[config.mk]
export PLATFORM = sky130hd
export DESIGN_NAME = iot_avg_filter
export DESIGN_NICKNAME = d
export VERILOG_FILES = /design/src/rtl/iot_avg_filter.sv
export SDC_FILE = /design/constraint.sdc
export NUM_CORES = 1
export LEC_CHECK = 0
export CORE_MARGIN = 1.5
export CORE_UTILIZATION = 55
export CTS_CLUSTER_SIZE = 20
export DETAILED_ROUTE_END_ITERATION = 10
export PLACE_DENSITY = 0.78
export SLEW_MARGIN = 20
export SYNTH_ARGS = -nofsm -noshare
export SYNTH_HDL_FRONTEND = slang
export SYNTH_SLANG_ARGS = --single-unit
[constraint.sdc]
create_clock -name clk -period 27.9 [get_ports clk]
set_clock_uncertainty 0.15 [all_clocks]
set_input_delay 5.58 -clock clk [delete_from_list [all_inputs] [get_ports clk]]
set_output_delay 5.58 -clock clk [all_outputs]
set_load 0.03 [all_outputs]
[src/rtl/iot_avg_filter.sv]
// iot_avg_filter: block-average filter over non-overlapping windows of 2^LOG2_N samples,
// with valid/ready on both sides, optional round-half-up and synchronous clear.
module iot_avg_filter #(
    parameter int DATA_W = 128,
    parameter int LOG2_N = 3
) (
    input  logic              clk,
    input  logic              rst,
    input  logic              clr,
    input  logic              rnd_en,
    input  logic              in_valid,
    input  logic [DATA_W-1:0] in_data,
    output logic              in_ready,
    output logic              out_valid,
    output logic [DATA_W-1:0] out_data,
    input  logic              out_ready,
    output logic [LOG2_N-1:0] fill,
    output logic [15:0]       win_cnt
);
    localparam int ACC_W = DATA_W + LOG2_N;
    localparam logic [ACC_W-1:0] HALF = ACC_W'(1) << (LOG2_N - 1);
    typedef enum logic [1:0] {EMPTY, PEND, STALL} state_t;
    state_t state, state_n;
    logic [ACC_W-1:0] acc, sum, rsum;
    logic [LOG2_N-1:0] fill_n;
    logic accept, fin, consume, valid_n;
    always_comb begin
        out_valid = state != EMPTY;
        in_ready  = !clr && (state != STALL || out_ready);
        accept    = in_valid && in_ready;
        fin       = accept && (&fill);
        consume   = out_valid && out_ready;
        sum       = acc + ACC_W'(in_data);
        rsum      = sum + (rnd_en ? HALF : '0);
        // fill wraps from N-1 back to 0 on the final accept
        fill_n    = clr ? '0 : accept ? fill + LOG2_N'(1) : fill;
        valid_n   = !clr && (fin || (out_valid && !consume));
        state_n   = !valid_n ? EMPTY : (&fill_n) ? STALL : PEND;
    end
    always_ff @(posedge clk or posedge rst) begin
        if (rst) begin
            state    <= EMPTY;
            fill     <= '0;
            acc      <= '0;
            out_data <= '0;
            win_cnt  <= '0;
        end else begin
            state   <= state_n;
            fill    <= fill_n;
            acc     <= (clr || fin) ? '0 : accept ? sum : acc;
            win_cnt <= clr ? '0 : fin ? win_cnt + 16'd1 : win_cnt;
            if (fin) out_data <= rsum[ACC_W-1:LOG2_N];
        end
    end
endmodule

==> out/qor.txt <==
Status: finished, final reports clean
Final Hold Fails: 0
# diodes: 0
Hold WS: 328 ps
Total gr overflow: 0
Mapped cell area: 24400 um2
Drt drc: 0
Final #Nets: 3600
DRT Pass-1 Iters: 6
Total die area: 45700 um2
Post-layout minimum cycle time: 13320 ps
Initial antenna violation count: 1
Vias: 27300
DR vias/cell: 6.92
# hold bufs at CTS: 0
Max cap viols: 0
Synthesized flop and latch total: 280
Longest Clk Path Bufs: 3
Iteration-0 DRC Markers: 3482
Postcts setup bufs: 0
Starting Density: 55.5%
WP data arrival: 7590 ps
Sequential power share: 23.3%
Worst r2r path cells: 15
Seq/Total Area, Yosys: 28.7%
Largest net degree at the start of global routing: 101
Slew Limit Headroom: 19.0%
DR top layer: met5
WL met1: 39.0 mm
Setup ws final: 14580 ps
First-pass GRT wire length: 149 mm
Drt total wl: 100 mm
Cts bufs inserted: 31
Tcrit/Tclk final: 47.7%
CP Max Fanout: 21
Commonest non-fill, non-tap cell in the layout: nand2_1
Critical Path RT: 22170 ps
Startpoint types: input port
Leak: 11.5 nW
Worst-path clk slew: 60 ps
Primary FF master, synth: dfrtp_1
Reg-to-reg startpoint: acc[0]
Core Box Area: 44000 um2
Worst hold stages: 2
Area Growth Syn to Fin: 17.3%
Buffers on Ports: 282
Worst vdd ir: 0.0652 mV
Die Wd: 214 um
Chip height: 214 um
Wirelength per Cell: 25.4 um
Dpl ws: 14640 ps
Gpl congestion: 1.14
Vias in the first global route: 25900
Setup TNS: 0 ps
H-tree levels: 1
Int Pwr: 1.09 mW
Root buf cell: clkbuf_16
HP Class: reg2reg
Detail Route met2 WL: 45.3 mm
Cell variety after synth: 103
Total global-route track usage: 42.6%
R2R Setup Slk: 20380 ps
Critical R2R Capture: out_data[124]
Slew Viols, Final: 0
Met3 wire length: 9.83 mm
Row count: 77
Post-synth ARST share: 100%
Syn nets: 3422
Cell area power density: 72.7 nW/um2
Setup CP Type: in2out
I/O Pins: 283
Fmax: 0.0751 GHz
Critical path capture point type: output pin
Clk_lat worst skew: 620 ps
Most frequent cells in the layout: nand2_1 (448), o21ai_0 (294), nor2_1 (282), clkdlybuf4s50_1 (282), dfrtp_1 (280)
Avg Cell Area, Syn: 7.74 um2
TritonCTS clock tree: done
Sw frac: 47.8%
Syn Inst Count: 3155
Hold Crit Start: out_data[81]
Ys Warns: 0
Layout cells sized above 1: 4.38%
Antenna Nets Post-Route: 0
Number of synthesized flops with an enable pin: 0
Combinational share of power: 55.2%
Hold EP: out_data[81]
Setup violations, final: 0
Worst-margin pin slew: 1210 ps
Psw: 995 uW
Detailed placer's ending HPWL: 79.2 mm
Clock power share: 21.5%
Clock sink count: 280
RSZ-0062 raised after global routing: no
# resized after CTS: 0
==> area by class of cell <==
type | count | area (um2)
clock buffers | 42 | 887
clock inverters | 12 | 200
fillers | 3693 | 15400
inverters | 40 | 158
multi-input cells | 2672 | 16600
flip-flops and latches | 280 | 7010
well taps | 592 | 741
repair buffers | 308 | 3020
==> how the worst max path moves through the flow <==
| stage | startpoint | end | cells after the start |
|---|---|---|---|
| final | clr | in_ready | 3 |
| after detailed placement | clr | in_ready | 3 |
| after global placement | clr | in_ready | 3 |
| after global routing | clr | in_ready | 3 |
| after floorplan | rst | acc[0] | 1 |
| after CTS | clr | in_ready | 3 |
==> metal layers <==
metal  vias up  global-route usage [%]
met3       382                    8.35
met2      1761                    69.4
met4         2                    21.1
met1     13100                    54.0
met5         -                       0
li1      12100                       -
==> power by group through the flow <==
stage	Combinational, mW	Clock (mW)	Sequential, mW
6_report	1.15	0.448	0.485
5_1_grt	1.22	0.464	0.489
4_1_cts	1.11	0.448	0.484
3_5_place_dp	1.10	0	0.490
3_3_place_gp	1.07	0	0.487
2_1_floorplan	0.762	0	0.487
==> Yosys cell counts, types with 28 or more instances <==
| cell | number | area share (%) |
|---|---|---|
| nor2_1 | 284 | 4.4 |
| o21ai_1 | 29 | 0.59 |
| a21oi_1 | 249 | 5.1 |
| buf_2 | 40 | 0.82 |
| a211oi_1 | 28 | 0.86 |
| nor3_1 | 74 | 1.5 |
| o21ai_0 | 294 | 6.0 |
| xnor2_1 | 105 | 3.8 |
| ha_1 | 132 | 6.8 |
| clkbuf_1 | 118 | 1.8 |
| nor4_1 | 42 | 1.1 |
| and2_1 | 37 | 0.95 |
| a31oi_1 | 35 | 0.90 |
| and4_1 | 29 | 1.0 |
| dfrtp_1 | 280 | 29 |
| a22o_1 | 89 | 3.2 |
| nand4_1 | 125 | 3.2 |
| inv_1 | 40 | 0.61 |
| nand2_1 | 449 | 6.9 |
| nand3_1 | 102 | 2.1 |
| xor2_1 | 97 | 3.5 |
| or3_1 | 32 | 0.82 |
| and3_1 | 36 | 0.92 |
| a21o_1 | 35 | 1.1 |
==> sequential cells by signal, indices dropped and copies added (netlist names) <==
| signal | flops |
|---|---|
| acc | 131 |
| fill | 3 |
| out_data | 128 |
| state | 2 |
| win_cnt | 16 |
==> kinds of logic (layout without fill, tap and decap cells) <==
family / count (synthesis) / count (layout) / synth area share (%)
AO/OA/AOI/OAI: 990 / 990 / 26.0
multiplexers: 23 / 23 / 0.968
adder cells (fa/ha/maj): 133 / 133 / 6.84
AND/OR/NAND/NOR: 1323 / 1323 / 26.8
XOR/XNOR: 203 / 203 / 7.31
flip-flops: 280 / 280 / 28.7
buffers and inverters: 203 / 402 / 3.35
==> worst max-delay path, cell delays in order <==
cell             delay (ps)
clkdlybuf4s50_1         820
a21oi_1                 450
clkdlybuf4s50_1         740
==> stage by stage <==
step                      area (um2)  power, mW  cells  utilization (%)
after global routing           28600       2.17   3946             65.0
final                          28600       2.08   3946             65.0
after CTS                      28600       2.04   3946             65.0
after global placement         27600       1.56   3892             62.6
after floorplan                24400       1.25   3155                -
after detailed placement       27600       1.58   3892             62.6
No activity file was read; power rests on OpenSTA's default activity.
